==> src/rtl/aes_pkg.sv <==
// Shared AES helpers: GF(2^8) doubling/tripling, the reduction constant and the
// FSM state encoding used by the serial MixColumns block.
package aes_pkg;

    localparam logic [7:0] AES_POLY = 8'h1B;

    typedef enum logic [1:0] {
        IDLE = 2'd0,
        BUSY = 2'd1,
        DONE = 2'd2
    } fsm_state_t;

    function automatic logic [7:0] xtime(input logic [7:0] a);
        return {a[6:0], 1'b0} ^ (a[7] ? AES_POLY : 8'h00);
    endfunction

    function automatic logic [7:0] gmul2(input logic [7:0] a);
        return xtime(a);
    endfunction

    function automatic logic [7:0] gmul3(input logic [7:0] a);
        return xtime(a) ^ a;
    endfunction

endpackage

==> src/rtl/mix_column_one.sv <==
// Forward AES MixColumns for a single 32-bit column (row 0 in the top byte).
module mix_column_one
    import aes_pkg::*;
(
    input  logic [31:0] col_in,
    output logic [31:0] col_out
);

    logic [7:0] a0, a1, a2, a3;

    assign a0 = col_in[31:24];
    assign a1 = col_in[23:16];
    assign a2 = col_in[15:8];
    assign a3 = col_in[7:0];

    assign col_out[31:24] = gmul2(a0) ^ gmul3(a1) ^ a2 ^ a3;
    assign col_out[23:16] = a0 ^ gmul2(a1) ^ gmul3(a2) ^ a3;
    assign col_out[15:8]  = a0 ^ a1 ^ gmul2(a2) ^ gmul3(a3);
    assign col_out[7:0]   = gmul3(a0) ^ a1 ^ a2 ^ gmul2(a3);

endmodule

==> src/rtl/mix_columns_serial.sv <==
// Serial AES MixColumns: one column per cycle through a single column datapath.
// Define MIX_COLUMNS_BYPASS_EN to add final_round, which passes columns through unchanged.
module mix_columns_serial
    import aes_pkg::*;
(
    input  logic         clk,
    input  logic         rst_n,
    input  logic         in_valid,
    output logic         in_ready,
    input  logic [127:0] state_in,
`ifdef MIX_COLUMNS_BYPASS_EN
    input  logic         final_round,
`endif
    output logic         out_valid,
    input  logic         out_ready,
    output logic [127:0] state_out,
    output fsm_state_t   state_dbg
);

    // Handshake: a transfer happens on a rising clk edge where valid and ready are both high.
    fsm_state_t   state_q, state_d;
    logic [1:0]   col_idx;
    logic [127:0] in_reg;
    logic [127:0] out_reg;
    logic [31:0]  col_sel;
    logic [31:0]  col_mixed;
    logic [31:0]  col_res;
    logic         accept;

    assign in_ready  = (state_q == IDLE) | ((state_q == DONE) & out_ready);
    assign accept    = in_valid & in_ready;
    assign out_valid = (state_q == DONE);
    assign state_out = out_reg;
    assign state_dbg = state_q;

    always_comb begin
        col_sel = in_reg[127:96];
        case (col_idx)
            2'd0: col_sel = in_reg[127:96];
            2'd1: col_sel = in_reg[95:64];
            2'd2: col_sel = in_reg[63:32];
            2'd3: col_sel = in_reg[31:0];
            default: col_sel = in_reg[127:96];
        endcase
    end

    mix_column_one u_col (
        .col_in  (col_sel),
        .col_out (col_mixed)
    );

`ifdef MIX_COLUMNS_BYPASS_EN
    logic bypass_q;
    assign col_res = bypass_q ? col_sel : col_mixed;
`else
    assign col_res = col_mixed;
`endif

    always_comb begin
        state_d = state_q;
        case (state_q)
            IDLE: if (accept) state_d = BUSY;
            BUSY: if (col_idx == 2'd3) state_d = DONE;
            // Output handshake and a fresh accept may share the same edge.
            DONE: if (out_ready) state_d = in_valid ? BUSY : IDLE;
            default: state_d = IDLE;
        endcase
    end

    always_ff @(posedge clk) begin
        if (!rst_n) begin
            state_q <= IDLE;
            col_idx <= 2'd0;
            in_reg  <= 128'h0;
            out_reg <= 128'h0;
        end else begin
            state_q <= state_d;
            if (accept) begin
                in_reg  <= state_in;
                col_idx <= 2'd0;
            end else if (state_q == BUSY) begin
                case (col_idx)
                    2'd0: out_reg[127:96] <= col_res;
                    2'd1: out_reg[95:64]  <= col_res;
                    2'd2: out_reg[63:32]  <= col_res;
                    2'd3: out_reg[31:0]   <= col_res;
                    default: out_reg[127:96] <= col_res;
                endcase
                col_idx <= col_idx + 2'd1;
            end
        end
    end

`ifdef MIX_COLUMNS_BYPASS_EN
    always_ff @(posedge clk) begin
        if (!rst_n) begin
            bypass_q <= 1'b0;
        end else if (accept) begin
            bypass_q <= final_round;
        end
    end
`endif

endmodule

==> config.mk <==
export PLATFORM = sky130hd
export DESIGN_NAME = mix_columns_serial
export DESIGN_NICKNAME = d
export VERILOG_FILES = /design/src/rtl/aes_pkg.sv /design/src/rtl/mix_column_one.sv /design/src/rtl/mix_columns_serial.sv
export SDC_FILE = /design/constraint.sdc
export NUM_CORES = 1
export LEC_CHECK = 0
export BUFFER_PORTS_ARGS = -buffer_cell sky130_fd_sc_hd__buf_2
export CAP_MARGIN = 0
export CORE_MARGIN = 2
export CORE_UTILIZATION = 54
export CTS_CLUSTER_DIAMETER = 60
export DETAILED_ROUTE_END_ITERATION = 16
export GPL_ROUTABILITY_DRIVEN = 0
export HOLD_SLACK_MARGIN = 0.03
export PLACE_DENSITY = 0.82
export SKIP_LAST_GASP = 1
export SLEW_MARGIN = 0
export SYNTH_ARGS = -nofsm -noshare
export SYNTH_HDL_FRONTEND = slang
export SYNTH_SLANG_ARGS = --single-unit
==> constraint.sdc <==
create_clock -name clk -period 3.46 [get_ports clk]
set_clock_uncertainty 0.05 [all_clocks]
set_input_delay 0.519 -clock clk [delete_from_list [all_inputs] [get_ports clk]]
set_output_delay 0.519 -clock clk [all_outputs]
set_load 0.05 [all_outputs]
==> results of run 1 <==
power by group through the flow:
stage	Sequential, mW	Combinational, mW	Clock [mW]
floorplan	3.54	0.880	0
global placement	3.33	1.55	0
detailed placement	3.33	1.58	0
CTS	3.27	1.59	2.88
global route	3.29	1.72	3.00
finish	3.28	1.61	2.87
logic make-up (layout without fill, tap and decap cells):
| family | count (synthesis) | in the layout | share of synthesized area (%) |
|---|---|---|---|
| compound gates | 345 | 345 | 19.09 |
| xor+xnor | 143 | 143 | 11.81 |
| fa+ha+maj | 5 | 5 | 0.5677 |
| buf+inv | 108 | 354 | 3.860 |
| flops | 260 | 260 | 47.24 |
| mux | 6 | 6 | 0.5564 |
| simple gates | 472 | 472 | 16.88 |
synthesized netlist by cell type (all sizes together), types with 11 or more instances:
library cell and count:
nand2 325, dfxtp 260, a21oi 177, xnor2 91, clkbuf 89, nor2 89
o21ai 64, a211oi 60, xor2 49, nand3 44, a222oi 32, a22o 11
buf 11
area by class of cell:
cell class	count	area (µm²)	share of cell area, %
inverter	8	35.03	0.2593
clock inverter	9	102.6	0.7594
multi-input combinational	971	5399	39.96
sequential	260	5205	38.53
clock buffer	36	779.5	5.770
timing repair buffer	301	1652	12.22
tap	270	337.8	2.500
worst reg2reg max path, stage by stage (launching register included):
cell      delay [ps]
dfxtp_1          360
inv_1            100
ha_1             220
buf_4            260
a222oi_1         630
buf_4            280
xnor2_1          140
a21oi_2          270
xnor3_1          560
nand2_1          120
a21oi_1           90
per-stage QoR:
stage	hold WS [ps]	util (%)	instances	total power [mW]	setup WS, ps
5_1_grt	188.9	67.20	1855	8.012	47.59
4_1_cts	175.5	67.20	1855	7.735	299.6
3_5_place_dp	387.3	62.81	1810	4.913	313.4
6_report	184.7	67.20	1855	7.752	239.7
3_3_place_gp	381.4	62.81	1810	4.879	439.8
2_1_floorplan	385.7	-	1339	4.418	807.2
routing by layer:
layer | up-vias | track usage [%]
met3 | 89 | 4.627
met1 | 4873 | 40.00
met5 | - | 0
met2 | 583 | 50.54
met4 | 0 | 11.17
li1 | 4985 | -
how the worst max path moves through the flow:
stage               start              to  cells after the start
4_1_cts        col_idx[1]   state_out[19]                     10
2_1_floorplan  col_idx[0]  state_out[100]                     10
3_5_place_dp   col_idx[1]    state_out[0]                      9
5_1_grt        col_idx[1]   state_out[91]                     10
3_3_place_gp   col_idx[1]    state_out[6]                      9
6_report       col_idx[1]   state_out[71]                     10
==> results.py, run 1 <==
metrics = {
    "synthesis": {
        "yosysSeqAreaShare_pct": 47.24,
        "yosys.area.top_type": "dfxtp_1",
        "synth_edf_count": 0,
        "synth_cell_types": 32,
        "synth_seq_cells": 260,
        "yosysWarnings": 0,
        "ys.flop_type": "dfxtp_1",
        "synthArstFlopShare_pct": 0,
        "syn_nets": 1476,
        "ys_top_cells_by_area": "dfxtp_1, nand2_1, a21oi_1",
        "syn_area_um2": 11020,
        "synth_cells": 1339,
        "syn_avg_cell_area_um2": 8.230,
        "yosysTopAreaCellShare_pct": 47.24,
    },
    "detailed_routing": {
        "dr_total_vias": 10530,
        "drt_iter0_drc": 1282,
        "wl_per_cell_um": 18.17,
        "topRoutingLayerUsed": "met4",
        "dr_wl_met2_um": 15550,
        "antenna_left": 0,
        "drcViolationCount": 0,
        "met3_length_um": 3256,
        "wirelength_um": 33700,
        "viasPerCell": 5.677,
        "wl_met1_um": 13680,
        "drt_pass1_iterations": 10,
    },
    "setup_path": {
        "path_common_cell": "buf_4",
        "cpPeakStageDelay_ps": 620,
        "arrival_ps": 3550,
        "start_kind": "register",
        "r2r-end": "state_out[71]",
        "worstPathCellList": "inv_1 > ha_1 > buf_4 > a222oi_1 > buf_4 > xnor2_1 > a21oi_2 > xnor3_1 > nand2_1 > a21oi_1",
        "worst-r2r-setup-slack_ps": 240,
        "cp_num_buf_inv": 3,
        "end_kind": "register",
        "path_class": "register to register",
        "critPathMaxFanout": 32,
        "crit_slowest_cell": "a222oi_1",
        "r2r_cells": 10,
        "crit_required_ps": 3790,
        "cp_top_family": "compound AO/OA/AOI/OAI gates",
        "reg2reg_from": "col_idx[1]",
    },
    "floorplanning": {
        "placement_rows": 52,
        "die_x_um": 146.9,
        "die_area_um2": 21560,
        "pin_count": 264,
        "initial_core_util_pct": 54.81,
        "fp.dieH_um": 146.9,
        "coreArea_um2": 20100,
    },
    "global_routing": {
        "grt_max_degree": 120,
        "grt_antenna_before_repair": 0,
        "grt_pass1_vias": 9846,
        "overflow": 0,
        "grt_pass1_wl_um": 52470,
        "grt_use_total_pct": 30.30,
    },
    "timing": {
        "drv_slew": 0,
        "setup_viol": 0,
        "slew_headroom_pct": 44.86,
        "fmax_mhz": 310.5,
        "grt_setup_unrepaired": "no",
        "tns_ps": 0,
        "period_share_pct": 93.07,
        "max_slew.worst_pin.slew_ps": 827.1,
        "final.min_clock_period_ps": 3220,
        "hold_viol_final": 0,
    },
    "clock_tree": {
        "cts_hold_buf": 0,
        "worst_skew_pair.late_latency_ps": 520,
        "cts_setup_buffers": 0,
        "root_buffer": "clkbuf_16",
        "cts_tree": "done",
        "cts_resized": 0,
        "cts_made_buffers": 26,
        "cts.sinks": 260,
        "clock_path_buffers": 3,
        "clk_pin_slew_ps": 60,
        "htree_levels": 1,
    },
    "power": {
        "peakVddDrop_v": 0.0003166,
        "clkPwrFrac_pct": 37.0,
        "leakagePower_nw": 5.598,
        "swShare_pct": 30.60,
        "seq_power_share_pct": 42.3,
        "power.internal_mw": 5.380,
        "power_density_nw_per_um2": 573.7,
        "switchingPower_mw": 2.372,
        "pwr-share-comb_pct": 20.8,
    },
    "cells_and_area": {
        "final_cell_mix": "nand2_1, buf_2, dfxtp_1",
        "nets": 1705,
        "design_area_um2": 13510,
        "drive_above_1_share_pct": 22.27,
        "final_common_cell": "nand2_1",
        "syn_to_final_growth_pct": 22.61,
        "fillCellCount": 1599,
        "n_antenna_cell": 0,
    },
    "hold_path": {
        "min_path_type": "input pin to register",
        "min_path_cells": 3,
        "hp-start": "state_in[111]",
        "min_to": "in_reg[111]",
    },
    "place": {
        "placedInstanceArea_um2": 12630,
        "portBuffers": 263,
        "place_hpwl_um": 24500,
    },
    "run": {
        "cap_viol_max_count": 0,
    },
    "status": {
        "status": "finished clean",
    },
}
No activity file was read; power rests on OpenSTA's default activity.
==> inputs of run 2 (changes only) <==
--- a/config.mk
+++ b/config.mk
@@ -5,16 +5,15 @@
 export SDC_FILE = /design/constraint.sdc
 export NUM_CORES = 1
 export LEC_CHECK = 0
-export BUFFER_PORTS_ARGS = -buffer_cell sky130_fd_sc_hd__buf_2
 export CAP_MARGIN = 0
 export CORE_MARGIN = 2
-export CORE_UTILIZATION = 54
+export CORE_UTILIZATION = 55
 export CTS_CLUSTER_DIAMETER = 60
 export DETAILED_ROUTE_END_ITERATION = 16
-export GPL_ROUTABILITY_DRIVEN = 0
+export DONT_BUFFER_PORTS = 1
+export GPL_ROUTABILITY_DRIVEN = 1
 export HOLD_SLACK_MARGIN = 0.03
-export PLACE_DENSITY = 0.82
-export SKIP_LAST_GASP = 1
+export PLACE_DENSITY = 0.72
 export SLEW_MARGIN = 0
 export SYNTH_ARGS = -nofsm -noshare
 export SYNTH_HDL_FRONTEND = slang
==> run 2 against run 1 <==
Net effect:
- sequential power increased by 7.3%
- combinational power decreased by 23%
- worst hold slack got worse by 120 ps
- worst setup slack improved by 58 ps
- count of clock-buffer cells in the layout decreased by 3
- sequential share of layout area increased by 3.9 points
- critical path depth unchanged
- maximum frequency increased by 1.8%
- flip-flop and latch count unchanged
- die area decreased by 1.8%
==> results.py, run 2 (synthesis gave the netlist of run 1 again) <==
metrics = {
    "clock_tree": {
        "cts.sinks": 260,
        "cts_hold_buf": 0,
        "cts_tree": "done",
        "root_buffer": "clkbuf_16",
        "cts_setup_buffers": 0,
        "htree_levels": 1,
        "cts_made_buffers": 26,
        "clk_pin_slew_ps": 70,
        "cts_resized": 0,
        "clock_path_buffers": 3,
        "worst_skew_pair.late_latency_ps": 540,
    },
    "floorplanning": {
        "coreArea_um2": 19590,
        "placement_rows": 51,
        "die_x_um": 145.5,
        "fp.dieH_um": 145.5,
        "pin_count": 264,
        "initial_core_util_pct": 56.25,
        "die_area_um2": 21180,
    },
    "place": {
        "dp_slack_ps": 260.8,
        "gp_congestion": 0.9763,
        "portBuffers": 0,
        "place_hpwl_um": 22750,
        "dp.cells": 1549,
        "placedInstanceArea_um2": 11350,
    },
    "power": {
        "clkPwrFrac_pct": 38.3,
        "pwr-share-comb_pct": 16.1,
        "power.internal_mw": 5.372,
        "switchingPower_mw": 2.352,
        "p_total_mw": 7.723,
        "leakagePower_nw": 4.412,
        "peakVddDrop_v": 0.0004274,
        "swShare_pct": 30.45,
        "power_density_nw_per_um2": 629.6,
        "seq_power_share_pct": 45.6,
    },
    "detailed_routing": {
        "drt_pass1_iterations": 8,
        "wl_per_cell_um": 19.63,
        "viasPerCell": 5.803,
        "drcViolationCount": 0,
        "antenna_left": 0,
        "dr_total_vias": 9262,
        "wirelength_um": 31340,
        "drt_iter0_drc": 798,
    },
    "run": {
        "cap_viol_max_count": 0,
    },
    "status": {
        "status": "finished clean",
    },
    "global_routing": {
        "grt_antenna_before_repair": 0,
        "grt_pass1_wl_um": 48130,
        "overflow": 0,
        "grt_max_degree": 114,
        "grt_pass1_vias": 8444,
        "grt_use_total_pct": 28.40,
    },
    "setup_path": {
        "cpPeakStageDelay_ps": 710,
        "critPathMaxFanout": 32,
        "arrival_ps": 3500,
        "crit_required_ps": 3800,
        "path_class": "register to register",
        "cp_top_family": "compound AO/OA/AOI/OAI gates",
        "crit_slowest_cell": "a222oi_1",
        "start_kind": "register",
        "worstPathCellList": "inv_1 > ha_1 > buf_4 > a222oi_1 > xnor2_1 > o21ai_1 > buf_4 > xnor2_1 > xnor2_1 > o21ai_0",
        "cp_num_buf_inv": 3,
        "path_common_cell": "xnor2_1",
        "end_kind": "register",
    },
    "timing": {
        "period_share_pct": 91.38,
        "tns_ps": 0,
        "fmax_mhz": 316.3,
        "grt_setup_unrepaired": "no",
        "final.min_clock_period_ps": 3162,
        "slew_headroom_pct": 40.93,
        "setup_viol": 0,
        "setup_ws_ps": 298.2,
        "hold_viol_final": 0,
        "max_slew.worst_pin.slew_ps": 886.1,
        "drv_slew": 0,
    },
    "cells_and_area": {
        "nets": 1449,
        "drive_above_1_share_pct": 7.513,
        "n_antenna_cell": 0,
        "final_common_cell": "nand2_1",
        "syn_to_final_growth_pct": 11.33,
        "fillCellCount": 1757,
        "final_cell_mix": "nand2_1, dfxtp_1, a21oi_1",
        "design_area_um2": 12270,
        "fin_cells": 1596,
    },
    "hold_path": {
        "min_path_type": "input pin to register",
    },
}
-- run 2: cell count changes in the layout (fill, tap and decap cells not counted), sizes merged --
cell / delta
buf: -256
inv: +1
clkinvlp: +1
clkbuf: -3
clkinv: +1
bufinv: +2
-- run 2: final cells by class --
cell class / instances / area, µm² / share of cell area (%)
multi-input cells: 971 / 5406 / 44.07
flip-flops and latches: 260 / 5205 / 42.43
clock buffers: 33 / 726.9 / 5.926
repair buffers: 45 / 375.4 / 3.060
well taps: 265 / 331.6 / 2.703
clock inverters: 14 / 187.7 / 1.530
inverters: 8 / 35.03 / 0.2856
-- run 2: power groups by stage --
| stage | Combinational [mW] | Sequential (mW) | Clock (mW) |
|---|---|---|---|
| 2_1_floorplan | 0.880 | 3.54 | 0 |
| 6_report | 1.24 | 3.52 | 2.96 |
| 3_3_place_gp | 1.20 | 3.58 | 0 |
| 3_5_place_dp | 1.22 | 3.59 | 0 |
| 4_1_cts | 1.23 | 3.52 | 2.99 |
| 5_1_grt | 1.35 | 3.54 | 3.12 |
-- run 2: worst paths after layout --
path	end	slack, ps	cells past startpoint	start
max reg2reg	state_out[77]	300	10	col_idx[1]
max	state_out[77]	300	10	col_idx[1]
min reg2reg	in_reg[37]	400	2	in_reg[37]
min	in_reg[41]	70	2	state_in[41]
-- run 2: layer usage --
layer,routed length [µm],GRT usage [%],vias up
met3,3039,6.677,59
met5,0,0,-
met4,995,9.265,0
met2,14350,45.12,410
li1,-,-,4491
met1,12950,38.38,4302
-- run 2: metrics by stage --
step                      hold slack [ps]  utilization [%]
final                               65.47            62.62
after detailed placement            396.0            57.92
after global placement              393.3            57.92
after CTS                           57.34            62.59
after floorplan                     385.7                -
after global routing                63.31            62.62
==> inputs of run 3 (changes only) <==
--- a/config.mk
+++ b/config.mk
@@ -14,6 +14,7 @@
 export GPL_ROUTABILITY_DRIVEN = 1
 export HOLD_SLACK_MARGIN = 0.03
 export PLACE_DENSITY = 0.72
+export SETUP_SLACK_MARGIN = 0.5
 export SLEW_MARGIN = 0
 export SYNTH_ARGS = -nofsm -noshare
 export SYNTH_HDL_FRONTEND = slang
==> run 3 against run 2 <==
Net effect:
- worst setup slack improved by 300 ps
- register-to-register slack improved by 300 ps
- clock power barely moved
- utilization is 1.4 points higher
- routed wire length rose by 0.87%
- sequential share of layout area down 0.96 points
- final area increased by 2.3%
- cell count rose by 0.88%
- critical endpoint is now state_out[97]
- largest cell class unchanged
==> results.py, run 3 (synthesis gave the netlist of run 1 again) <==
metrics = {
    "power": {
        "power.internal_mw": 5.453,
        "power_density_nw_per_um2": 625.3,
        "leakagePower_nw": 4.572,
        "clkPwrFrac_pct": 37.7,
        "swShare_pct": 30.52,
        "seq_power_share_pct": 44.9,
        "pwr-share-comb_pct": 17.4,
        "peakVddDrop_v": 0.0004264,
        "switchingPower_mw": 2.395,
    },
    "global_routing": {
        "grt_pass1_wl_um": 48140,
        "grt_max_degree": 114,
        "grt_pass1_vias": 8494,
        "grt_use_total_pct": 28.38,
        "grt_antenna_before_repair": 0,
        "overflow": 0,
    },
    "detailed_routing": {
        "drt_pass1_iterations": 8,
        "viasPerCell": 5.778,
        "dr_total_vias": 9303,
        "wirelength_um": 31610,
        "wl_per_cell_um": 19.63,
        "drcViolationCount": 0,
        "antenna_left": 0,
        "drt_iter0_drc": 853,
    },
    "place": {
        "dp_slack_ps": 260.8,
        "gp_congestion": 0.9763,
        "portBuffers": 0,
        "place_hpwl_um": 22750,
        "dp.cells": 1549,
    },
    "clock_tree": {
        "clk_pin_slew_ps": 60,
        "cts.sinks": 260,
        "clock_path_buffers": 3,
        "cts_hold_buf": 0,
        "worst_skew_pair.late_latency_ps": 530,
        "cts_tree": "done",
        "cts_made_buffers": 26,
        "htree_levels": 1,
        "root_buffer": "clkbuf_16",
    },
    "timing": {
        "hold_viol_final": 0,
        "setup_viol": 0,
        "period_share_pct": 82.79,
        "drv_slew": 0,
        "tns_ps": 0,
        "grt_setup_unrepaired": "yes",
        "final.min_clock_period_ps": 2865,
        "max_slew.worst_pin.slew_ps": 854.7,
        "setup_ws_ps": 595.5,
        "slew_headroom_pct": 43.02,
        "fmax_mhz": 349.1,
    },
    "cells_and_area": {
        "nets": 1463,
        "drive_above_1_share_pct": 10.41,
        "final_cell_mix": "nand2_1, dfxtp_1, a21oi_1",
        "final_common_cell": "nand2_1",
        "fin_cells": 1610,
        "syn_to_final_growth_pct": 13.90,
        "n_antenna_cell": 0,
    },
    "status": {
        "status": "finished clean",
    },
    "setup_path": {
        "cp_top_family": "XOR/XNOR gates",
        "crit_slowest_cell": "xnor2_1",
        "start_kind": "register",
        "cp_num_buf_inv": 3,
        "path_class": "register to register",
        "worstPathCellList": "inv_1 > ha_1 > buf_6 > a222oi_1 > buf_4 > xnor2_1 > o21ai_0 > xnor2_1 > xnor2_2 > o21ai_0",
        "arrival_ps": 3220,
        "end_kind": "register",
        "critPathMaxFanout": 31,
        "crit_required_ps": 3810,
        "cpPeakStageDelay_ps": 430,
    },
    "floorplanning": {
        "die_area_um2": 21180,
        "fp.dieH_um": 145.5,
        "pin_count": 264,
        "die_x_um": 145.5,
        "coreArea_um2": 19590,
        "initial_core_util_pct": 56.25,
        "placement_rows": 51,
    },
    "hold_path": {
        "min_path_type": "input pin to register",
    },
    "run": {
        "cap_viol_max_count": 0,
    },
}
-- run 3: changes by cell type in the layout (fill, tap and decap cells not counted), sizes merged --
cell | before | now
buf | 45 | 59
clkinv | 9 | 8
clkinvlp | 1 | 2
-- run 3: final cells by class --
class                      count  area (µm²)
inverter                       8       38.79
multi-input combinational    971        5573
clock inverter                14       187.7
clock buffer                  33       726.9
tap                          265       331.6
fill                        1717        7039
timing repair buffer          59       488.0
sequential                   260        5205
-- run 3: power by group through the flow --
| stage | combinational [mW] | sequential, mW | clock [mW] |
|---|---|---|---|
| global placement | 1.20 | 3.58 | 0 |
| global route | 1.47 | 3.54 | 3.12 |
| CTS | 1.25 | 3.52 | 2.99 |
| finish | 1.37 | 3.52 | 2.96 |
| floorplan | 0.880 | 3.54 | 0 |
| detailed placement | 1.22 | 3.59 | 0 |
-- run 3: final timing paths --
check	start	endpoint	slack, ps	depth (start not counted)
worst max-delay path	col_idx[0]	state_out[97]	600	10
worst min-delay path	state_in[41]	in_reg[41]	70	2
worst max register to register	col_idx[0]	state_out[97]	600	10
worst min register to register	in_reg[37]	in_reg[37]	400	2
-- run 3: repair_timing --
| item | in CTS | in global routing |
|---|---|---|
| buffers inserted | 7 | 7 |
| gates resized for setup | 5 | 27 |
| pin swaps | 5 | 8 |
| hold endpoints to repair | 0 | 0 |
| endpoints found under the setup margin | 47 | 111 |
-- run 3: per-layer routing --
| metal | share of wire (%) | GRT usage, % | wire (µm) |
|---|---|---|---|
| met2 | 46 | 45.31 | 14430 |
| met3 | 9.7 | 6.865 | 3054 |
| met1 | 41 | 38.02 | 13020 |
| met5 | 0 | 0 | 0 |
| met4 | 3.5 | 9.314 | 1104 |
-- run 3: per-stage QoR --
stage	util [%]	hold WS [ps]	power [mW]	area, µm²
2_1_floorplan	-	385.7	4.418	11020
3_3_place_gp	57.92	393.3	4.781	11350
3_5_place_dp	57.92	396.0	4.805	11350
4_1_cts	62.99	57.34	7.760	12340
5_1_grt	64.07	63.31	8.128	12550
6_report	64.07	65.48	7.848	12550
